File: src/rtl/quad_step_decoder_pkg.sv
// Shared types and constants for the quadrature step decoder.
// Glitch filtering is compiled in when QDEC_GLITCH_FILT_EN is defined.
package qdec_pkg;

    typedef enum logic {INIT, TRACK} qdec_state_t;

    localparam logic [1:0] QD_00 = 2'b00;
    localparam logic [1:0] QD_01 = 2'b01;
    localparam logic [1:0] QD_11 = 2'b11;
    localparam logic [1:0] QD_10 = 2'b10;

    localparam int QD_ERR_W = 8;

    // Next code in the up direction of the 00-01-11-10 cycle.
    function automatic logic [1:0] qd_next_up(input logic [1:0] code);
        case (code)
            QD_00:   return QD_01;
            QD_01:   return QD_11;
            QD_11:   return QD_10;
            default: return QD_00;
        endcase
    endfunction

endpackage

File: src/rtl/quad_step_decoder_if.sv
// Encoder pins and decoded step/direction/error outputs of the quadrature decoder.
interface quad_step_decoder_if
    import qdec_pkg::*;
    #(parameter int ERR_W = QD_ERR_W);

    logic             enc_a;
    logic             enc_b;
    logic             step;
    logic             up_or_down;
    logic             err;
    logic [ERR_W-1:0] err_cnt;

    modport master (output enc_a, enc_b, input step, up_or_down, err, err_cnt);
    modport slave  (input enc_a, enc_b, output step, up_or_down, err, err_cnt);

endinterface

File: src/rtl/quad_step_decoder_chan_filt.sv
// One encoder channel: synchronizer chain, plus a stability filter when
// QDEC_GLITCH_FILT_EN is defined.
module qdec_chan_filt #(
    parameter int SYNC_STAGES = 2
`ifdef QDEC_GLITCH_FILT_EN
    , parameter int FILT_LEN  = 4
`endif
) (
    input  logic clk,
    input  logic reset,
    input  logic din,
    output logic dout
);

    logic [SYNC_STAGES-1:0] sync;

    always_ff @(posedge clk) begin
        if (reset) sync <= '0;
        else       sync <= {sync[SYNC_STAGES-2:0], din};
    end

`ifdef QDEC_GLITCH_FILT_EN
    localparam logic [7:0] FILT_TC = 8'(FILT_LEN - 1);

    logic [7:0] cnt;
    logic       filt;

    // The filtered value moves only after FILT_LEN consecutive differing samples.
    always_ff @(posedge clk) begin
        if (reset) begin
            cnt  <= '0;
            filt <= 1'b0;
        end else if (sync[SYNC_STAGES-1] != filt) begin
            if (cnt == FILT_TC) begin
                filt <= sync[SYNC_STAGES-1];
                cnt  <= '0;
            end else begin
                cnt <= cnt + 8'd1;
            end
        end else begin
            cnt <= '0;
        end
    end

    assign dout = filt;
`else
    assign dout = sync[SYNC_STAGES-1];
`endif

endmodule

File: src/rtl/quad_step_decoder.sv
// Quadrature decoder: Gray transitions to step/direction, illegal jumps to err.
// QDEC_GLITCH_FILT_EN enables the per-channel glitch filter.
//
// state | meaning
// INIT  | pipeline flushing after reset; no step/err, prev captured at the end
// TRACK | decode cur against prev every cycle
module quad_step_decoder
    import qdec_pkg::*;
#(
    parameter int SYNC_STAGES = 2,
    parameter int FILT_LEN    = 4,
    parameter int ERR_W       = QD_ERR_W
) (
    input  logic                clk,
    input  logic                reset,
    quad_step_decoder_if.slave  bus
);

`ifdef QDEC_GLITCH_FILT_EN
    localparam int FILT_EN = 1;
`else
    localparam int FILT_EN = 0;
`endif
    localparam int          INIT_LEN = SYNC_STAGES + FILT_EN * FILT_LEN;
    localparam logic [15:0] INIT_TC  = 16'(INIT_LEN);

    logic             fa, fb;
    logic [1:0]       cur, prev;
    qdec_state_t      state;
    logic [15:0]      init_cnt;
    logic             step_q, err_q, dir_q;
    logic [ERR_W-1:0] err_cnt_q;

`ifdef QDEC_GLITCH_FILT_EN
    qdec_chan_filt #(.SYNC_STAGES(SYNC_STAGES), .FILT_LEN(FILT_LEN)) u_filt_a (
        .clk(clk), .reset(reset), .din(bus.enc_a), .dout(fa));
    qdec_chan_filt #(.SYNC_STAGES(SYNC_STAGES), .FILT_LEN(FILT_LEN)) u_filt_b (
        .clk(clk), .reset(reset), .din(bus.enc_b), .dout(fb));
`else
    qdec_chan_filt #(.SYNC_STAGES(SYNC_STAGES)) u_filt_a (
        .clk(clk), .reset(reset), .din(bus.enc_a), .dout(fa));
    qdec_chan_filt #(.SYNC_STAGES(SYNC_STAGES)) u_filt_b (
        .clk(clk), .reset(reset), .din(bus.enc_b), .dout(fb));
`endif

    assign cur = {fa, fb};

    // Counting down from INIT_LEN to 0 gives the pins one extra cycle so prev
    // sees a fully flushed pipeline even if they idle at a non-zero code.
    always_ff @(posedge clk) begin
        if (reset) begin
            state     <= INIT;
            init_cnt  <= INIT_TC;
            prev      <= QD_00;
            step_q    <= 1'b0;
            err_q     <= 1'b0;
            dir_q     <= 1'b1;
            err_cnt_q <= '0;
        end else begin
            step_q <= 1'b0;
            err_q  <= 1'b0;
            case (state)
                INIT: begin
                    if (init_cnt == 16'd0) begin
                        prev  <= cur;
                        state <= TRACK;
                    end else begin
                        init_cnt <= init_cnt - 16'd1;
                    end
                end
                TRACK: begin
                    prev <= cur;
                    if (cur == qd_next_up(prev)) begin
                        step_q <= 1'b1;
                        dir_q  <= 1'b1;
                    end else if (prev == qd_next_up(cur)) begin
                        step_q <= 1'b1;
                        dir_q  <= 1'b0;
                    end else if (cur != prev) begin
                        err_q <= 1'b1;
                        if (err_cnt_q != '1) err_cnt_q <= err_cnt_q + ERR_W'(1);
                    end
                end
                default: state <= INIT;
            endcase
        end
    end

    assign bus.step       = step_q;
    assign bus.err        = err_q;
    assign bus.up_or_down = dir_q;
    assign bus.err_cnt    = err_cnt_q;

endmodule
File: src/flat_wrapper.sv
// flat-port wrapper written by rule: the top's interface ports become plain ports
module quad_step_decoder_flat import qdec_pkg::*;
#(
    parameter int SYNC_STAGES = 2,
    parameter int FILT_LEN    = 4,
    parameter int ERR_W       = QD_ERR_W
)
  (clk, reset, bus_enc_a, bus_enc_b, bus_step, bus_up_or_down, bus_err, bus_err_cnt);
  quad_step_decoder_if #(.ERR_W(ERR_W)) bus_i ();
  input  logic clk;
  input  logic reset;
  input wire logic [$bits(bus_i.enc_a)-1:0] bus_enc_a;
  input wire logic [$bits(bus_i.enc_b)-1:0] bus_enc_b;
  output wire logic [$bits(bus_i.step)-1:0] bus_step;
  output wire logic [$bits(bus_i.up_or_down)-1:0] bus_up_or_down;
  output wire logic [$bits(bus_i.err)-1:0] bus_err;
  output wire logic [$bits(bus_i.err_cnt)-1:0] bus_err_cnt;
  assign bus_i.enc_a = bus_enc_a;
  assign bus_i.enc_b = bus_enc_b;
  assign bus_step = bus_i.step;
  assign bus_up_or_down = bus_i.up_or_down;
  assign bus_err = bus_i.err;
  assign bus_err_cnt = bus_i.err_cnt;
  quad_step_decoder #(.SYNC_STAGES(SYNC_STAGES), .FILT_LEN(FILT_LEN), .ERR_W(ERR_W)) u_core (.clk(clk), .reset(reset), .bus(bus_i));
endmodule
File: config.mk
export PLATFORM = sky130hd
export DESIGN_NAME = quad_step_decoder_flat
export DESIGN_NICKNAME = d
export VERILOG_FILES = /design/src/rtl/quad_step_decoder_pkg.sv /design/src/rtl/quad_step_decoder_if.sv /design/src/rtl/quad_step_decoder_chan_filt.sv /design/src/rtl/quad_step_decoder.sv /design/src/flat_wrapper.sv
export SDC_FILE = /design/constraint.sdc
export NUM_CORES = 1
export LEC_CHECK = 0
export BUFFER_PORTS_ARGS = -buffer_cell sky130_fd_sc_hd__buf_2
export CAP_MARGIN = 10
export CORE_ASPECT_RATIO = 0.5
export CORE_UTILIZATION = 26
export DETAILED_ROUTE_END_ITERATION = 8
export PLACE_DENSITY = 0.43
export SLEW_MARGIN = 30
export SYNTH_ARGS = -nofsm -noshare
export SYNTH_HDL_FRONTEND = slang
export SYNTH_SLANG_ARGS = --single-unit
File: constraint.sdc
create_clock -name clk -period 2.15 [get_ports clk]
set_input_delay 0.43 -clock clk [delete_from_list [all_inputs] [get_ports clk]]
set_output_delay 0.43 -clock clk [all_outputs]
set_load 0.005 [all_outputs]
==> results.py, run 1 <==
metrics = {
    "setup_path": {
        "cp_max_fo": 5,
        "arrival_ns": 2.29,
        "critPathMaxStageDelay_ns": 0.48,
        "crit_type": "reg2reg",
        "critPathLaunchType": "flop",
        "cpMaxStageDelayCell": "or4_1",
        "cp-startpoint": "u_core.init_cnt[0]",
        "rr_startpoint": "u_core.init_cnt[0]",
        "required_ns": 2.36,
        "path_cells": "inv_2 > ha_2 > or3b_4 > or4_4 > or4_1 > a21oi_1",
        "end_kind": "flop",
    },
    "clock_network": {
        "clkSinkCount": 34,
        "clockRootBuffer": "clkbuf_16",
        "hold_buffers": 0,
        "clk_path_buf_depth": 2,
        "cts.clk_slew.worst_paths_ns": 0.05,
        "post_cts.repair.setup_buffers": 0,
        "htreeDepth": 2,
        "clock_latency_ns": 0.27,
        "numCtsBuffers": 5,
        "cts_tree": "yes",
    },
    "layout": {
        "final_nets": 200,
        "fin_area_um2": 1880,
        "layout-drive-gt1-share": 0.211,
        "area_delta_synth_final_pct": 17.8,
        "diodes": 0,
    },
    "pwr": {
        "peakVddDrop_uv": 433,
        "powerDensity_nw_per_um2": 1260,
        "p_leak_uw": 0.000719,
        "power.total_uw": 2360,
    },
    "placement": {
        "hpwl_um": 2250,
        "place_congestion": 0.730,
        "port_buffers": 14,
        "place_area_um2": 1730,
    },
    "status": {
        "run_status": "completed",
    },
    "yosys": {
        "synth-seq-area-share": 0.427,
        "async_reset_ff_frac": 0,
        "yosysWarningCount": 0,
        "postSynthAreaPerCell_um2": 8.95,
        "synth_edf_count": 0,
        "ys.flop_type": "dfxtp_1",
        "syn_inst": 178,
        "synth_nets": 184,
        "yosys.cell_types.count": 41,
        "ys_ff_latch": 34,
        "netlist_area_um2": 1590,
    },
    "sta": {
        "clock_skew_ns": 0.00388,
        "rsz0062_at_grt": "yes",
        "finalSetupViolCount": 0,
        "max_freq_ghz": 0.479,
        "fin_crit_sh": 0.970,
        "hold_viol": 0,
        "report.final.slew_viol_count": 0,
        "slew_headroom": 0.643,
        "whs_ns": 0.363,
        "period_needed_ns": 2.09,
        "worst_pin_slew_ns": 0.535,
    },
    "floorplan": {
        "core_um2": 5680,
        "io_pins": 15,
        "die_h_um": 57.3,
        "die_x_um": 113,
        "die_area_um2": 6460,
        "num_rows": 19,
        "start_util": 0.280,
    },
    "grt": {
        "grt_pass1_vias": 1221,
        "grt_max_degree": 20,
        "track_usage": 0.113,
        "grt_pass1_wl_um": 5680,
        "grt_overflow": 0,
        "antenna_found_initial": 0,
    },
    "hold_path": {
        "min_path_type": "in2reg",
        "min_from": "bus_enc_a",
    },
    "routing": {
        "drt_iter0_markers": 26,
        "drc": 0,
        "wl_per_cell_um": 12.0,
        "ant_nets": 0,
        "drtPass1Iterations": 4,
        "wl_um": 3200,
        "viasPerCell": 4.87,
        "num_vias": 1299,
    },
    "job": {
        "maxCapViolCount": 0,
    },
}
==> power by group <==
group	switching, uW	internal (uW)	total (uW)
clock	249	417	667
sequential	152	755	906
combinational	408	384	792
==> path summary, 6_finish.rpt <==
| check | to | slack (ns) | cells after the start |
|---|---|---|---|
| setup / recovery | u_core.init_cnt[14] | 0.06 | 6 |
| hold / removal | u_core.u_filt_a.sync[0] | 0.36 | 2 |
| setup reg to reg | u_core.init_cnt[14] | 0.06 | 6 |
| hold reg to reg | u_core.u_filt_b.sync[1] | 0.43 | 1 |
==> through the flow <==
step	setup TNS (ns)	cells	setup WS, ns	utilization
CTS	0	267	0.0338	0.329
global placement	0	260	0.101	0.305
global route	-0.0225	267	-0.0124	0.330
finish	0	267	0.0645	0.330
detailed placement	0	260	0.0491	0.305
floorplan	0	178	0.156	-
==> repair_timing <==
action,in CTS,in global routing
resized for setup,0,4
endpoints found under the setup margin,0,2
hold endpoints to repair,0,0
==> synthesized netlist by cell type (4+ instances only) <==
master / n / area, um2
dfxtp_1: 34 / 681
a21oi_1: 17 / 85.1
nor2_1: 11 / 41.3
nand2_1: 9 / 33.8
nor2b_1: 8 / 50.1
o21ai_0: 8 / 40.0
inv_1: 7 / 26.3
or3_1: 6 / 37.5
or4_1: 6 / 45.0
nand3_1: 5 / 25.0
or3_2: 5 / 37.5
clkbuf_1: 4 / 15.0
mux2_2: 4 / 45.0
nand4_1: 4 / 25.0
nor3_1: 4 / 20.0
o31ai_1: 4 / 30.0
o41ai_1: 4 / 35.0
xnor2_1: 4 / 35.0
==> area by class of cell <==
class	instances	area [um2]
Clock buffer	5	125
Clock inverter	2	10.0
Fill cell	594	3810
Inverter	7	26.3
Multi-Input combinational cell	130	856
Sequential cell	34	682
Tap cell	73	91.3
Timing Repair Buffer	16	85.1
==> placed cells by master, fill, tap and decap left out, drive strengths merged, types with 5 or more instances in the layout <==
master and n:
inv 7, nor2 11, nand3 5, or4 7
dfxtp 34, nor2b 8, buf 16, o21ai 8
or3 11, nand2 9, a21oi 17, clkbuf 5
==> worst max-delay path: cells and delay by family (launching register included) <==
kind | cells | cell delay, ns
compound gates | 1 | 0.14
fa+ha+maj | 1 | 0.18
buf+inv | 1 | 0.07
flops | 1 | 0.32
simple gates | 3 | 1.31
==> metal layers <==
metal | vias to the layer above | track usage | part of all wire
met5 | - | 0 | 0
met4 | 0 | 0.0457 | 0.011
met3 | 2 | 0.0383 | 0.027
met2 | 16 | 0.191 | 0.45
met1 | 590 | 0.134 | 0.51
li1 | 691 | - | -
==> sequential cells by signal, indices dropped and copies added, names as in the netlist, 2 cells and up <==
name                  count
u_core.bus.err_cnt        8
u_core.init_cnt          16
u_core.prev               2
u_core.u_filt_a.sync      2
u_core.u_filt_b.sync      2
==> kinds of logic after synthesis <==
kind of cell / Yosys count / share of synthesized area
buffers and inverters: 14 / 0.0385
XOR/XNOR: 6 / 0.0330
multiplexers: 7 / 0.0471
AO/OA/AOI/OAI: 40 / 0.155
AND/OR/NAND/NOR: 75 / 0.284
flip-flops: 34 / 0.427
adder cells (fa/ha/maj): 2 / 0.0157
No activity file was read; power rests on OpenSTA's default activity.
==> run 2: changes to the inputs <==
- SYNTH_HIERARCHICAL: unset -> 1
==> run 2 against run 1 <==
  * Largest cell class unchanged
  * Area after synthesis up 1.1%
  * Setup slack better by 0.069 ns
  * Clock skew down 0.00071 ns
  * Via count rose by 9.3%
  * Sequential power up 1%
  * Critical endpoint is now u_core/init_cnt[11]
  * Clock-buffer cell count up 2
  * Non-clock buffer count is 8 higher
  * Wire length increased by 9.6%
  * Clock power grew 6.7%
  * Combinational power increased by 45%
==> results.py, run 2 <==
metrics = {
    "yosys": {
        "yosysMostFrequentCell": "dfxtp_1",
        "synth_compound_gate_area_share": 0.168,
        "yosys.area.top_type_share": 0.423,
        "synthMuxAreaShare": 0.0264,
        "synth-seq-area-share": 0.423,
        "synth-simple-area-share": 0.298,
        "ys_ff_latch": 34,
        "ys.flop_type": "dfxtp_1",
        "syn_inst": 190,
        "synth_top_family_by_area": "simple AND/OR/NAND/NOR gates",
        "yosysWarningCount": 6,
        "async_reset_ff_frac": 0,
        "synth_edf_count": 0,
        "synth_top_area_cell": "dfxtp_1",
        "postSynthAreaPerCell_um2": 8.48,
        "synthTopCellsByArea": "dfxtp_1 (42%), a21oi_1 (6.2%), or3_1 (5.4%)",
        "synth_adder_area_share": 0.0155,
        "synth_commonest_cells": "dfxtp_1 (34), a21oi_1 (20), or3_1 (14), nor2_1 (11)",
        "netlist_area_um2": 1610,
        "synth-xor-area-share": 0.0272,
        "synth_nets": 196,
        "yosys.cell_types.count": 35,
    },
    "layout": {
        "area_delta_synth_final_pct": 22.8,
        "diodes": 0,
        "multi_input_area_um2": 870,
        "largest_register_ffs": 16,
        "layout-drive-gt1-share": 0.217,
        "layout.cells.non_filler": 296,
        "fill_cells": 614,
        "layout_commonest_cell": "dfxtp_1",
        "largest_register": "u_core/init_cnt",
        "layout_common_cells": "dfxtp_1 (34), a21oi_1 (20), buf_2 (14), or3_1 (14), nor2_1 (11)",
        "final_nets": 217,
        "regArea_um2": 681,
    },
    "clock_network": {
        "clk_path_buf_depth": 2,
        "htreeDepth": 2,
        "cts.clk_slew.worst_paths_ns": 0.05,
        "clkSinkCount": 34,
        "clock_latency_ns": 0.27,
        "hold_buffers": 0,
        "clockRootBuffer": "clkbuf_16",
        "cts_tree": "yes",
        "numCtsBuffers": 5,
    },
    "floorplan": {
        "die_h_um": 57.7,
        "die_area_um2": 6530,
        "io_pins": 15,
        "core_um2": 5730,
        "num_rows": 19,
        "die_x_um": 113,
        "start_util": 0.281,
    },
    "setup_path": {
        "critPathLaunchType": "flop",
        "arrival_ns": 2.23,
        "r2r_cells": 4,
        "cp-startpoint": "u_core/init_cnt[6]",
        "r2r_slack_ns": 0.13,
        "rr_startpoint": "u_core/init_cnt[6]",
        "required_ns": 2.36,
        "end_kind": "flop",
        "cp_max_fo": 6,
        "rr_endpoint": "u_core/init_cnt[11]",
        "crit_type": "reg2reg",
    },
    "sta": {
        "fin_tns_setup_ns": 0,
        "period_needed_ns": 2.02,
        "clock_skew_ns": 0.00317,
        "hold_viol": 0,
        "fin_crit_sh": 0.938,
        "max_freq_ghz": 0.496,
        "worst_pin_slew_ns": 0.573,
        "slew_headroom": 0.615,
        "finalSetupViolCount": 0,
        "report.final.slew_viol_count": 0,
        "rsz0062_at_grt": "no",
    },
    "routing": {
        "ant_nets": 0,
        "wl_per_cell_um": 11.8,
        "num_vias": 1420,
        "drc": 0,
        "wl_um": 3500,
        "drtPass1Iterations": 4,
        "viasPerCell": 4.80,
        "drt_iter0_markers": 93,
    },
    "grt": {
        "grt_overflow": 0,
        "grt_pass1_vias": 1327,
        "antenna_found_initial": 0,
        "grt_pass1_wl_um": 6050,
        "track_usage": 0.121,
        "grt_max_degree": 17,
    },
    "status": {
        "run_status": "completed",
    },
    "pwr": {
        "peakVddDrop_uv": 546,
        "pwr-share-comb": 0.413,
        "power_switching_share": 0.358,
        "pwr-share-seq": 0.331,
        "p_int_uw": 1780,
        "p_leak_uw": 0.000765,
        "p_switching_uw": 994,
        "powerDensity_nw_per_um2": 1400,
        "clkPwrFrac": 0.257,
    },
    "placement": {
        "placed_cells": 288,
        "port_buffers": 14,
        "hpwl_um": 2500,
        "place_congestion": 0.693,
    },
    "hold_path": {
        "min_delay_path_depth": 2,
        "hold_path_end": "u_core/u_filt_b/sync[0]",
        "min_from": "bus_enc_b",
        "min_path_type": "in2reg",
    },
    "job": {
        "maxCapViolCount": 0,
    },
}
-- run 2: cell types whose count changed in the layout (fill, tap and decap cells not counted), sizes merged, moves of 3 or more --
cell	before	now
or3	11	14
buf	16	24
a21oi	17	20
xnor2	4	1
nor4	4	8
or4b	0	3
-- run 2: critical path, cell delays in order, from the launching register on --
cell and delay, ns:
dfxtp_1 0.34, or4_1 0.57, or4_4 0.56, or3_1 0.35, a21oi_1 0.13
-- run 2: cells by family after synthesis --
kind of cell | Yosys count
AND/OR/NAND/NOR | 82
AO/OA/AOI/OAI | 45
flip-flops | 34
buffers and inverters | 18
XOR/XNOR | 5
multiplexers | 4
adder cells (fa/ha/maj) | 2
-- run 2: area by class of cell --
| type | instances | share of cell area |
|---|---|---|
| Clock buffer | 7 | 0.0721 |
| Clock inverter | 1 | 0.00253 |
| Inverter | 8 | 0.0152 |
| Multi-Input combinational cell | 138 | 0.440 |
| Sequential cell | 34 | 0.344 |
| Tap cell | 84 | 0.0531 |
| Timing Repair Buffer | 24 | 0.0734 |
-- run 2: stage by stage --
step | hold WS (ns) | util | area (um2) | setup slack, ns | total power [uW]
after floorplan | 0.414 | - | 1610 | 0.128 | 1700
after global placement | 0.422 | 0.318 | 1820 | 0.138 | 2040
after detailed placement | 0.433 | 0.318 | 1820 | 0.106 | 2050
after CTS | 0.365 | 0.344 | 1970 | 0.0980 | 2780
after global routing | 0.376 | 0.345 | 1980 | 0.00378 | 3010
final | 0.365 | 0.345 | 1980 | 0.133 | 2780
-- run 2: per-layer routing --
metal / global-route usage / routed length (um)
met1: 0.153 / 1840
met2: 0.194 / 1490
met3: 0.0356 / 132
met4: 0.0564 / 49
met5: 0 / 0
-- run 2: power by group through the flow --
stage                     Combinational, uW  Clock (uW)  Sequential [uW]
final                                  1150         712              919
after global routing                   1300         765              947
after CTS                              1130         739              917
after detailed placement               1120           0              929
after global placement                 1120           0              927
after floorplan                         805           0              890
-- run 2: how the worst max path moves through the flow --
| stage | end | slack [ns] |
|---|---|---|
| 3_5_place_dp | u_core/init_cnt[8] | 0.11 |
| 2_1_floorplan | u_core/init_cnt[11] | 0.13 |
| 5_1_grt | u_core/init_cnt[11] | 0.004 |
| 4_1_cts | u_core/init_cnt[8] | 0.1 |
| 6_report | u_core/init_cnt[11] | 0.13 |
| 3_3_place_gp | u_core/init_cnt[11] | 0.14 |
-- run 2: repair_timing --
item / CTS / global route
setup endpoints to repair: 0 / 4
setup buffers: 0 / 0
resized for setup: 0 / 1
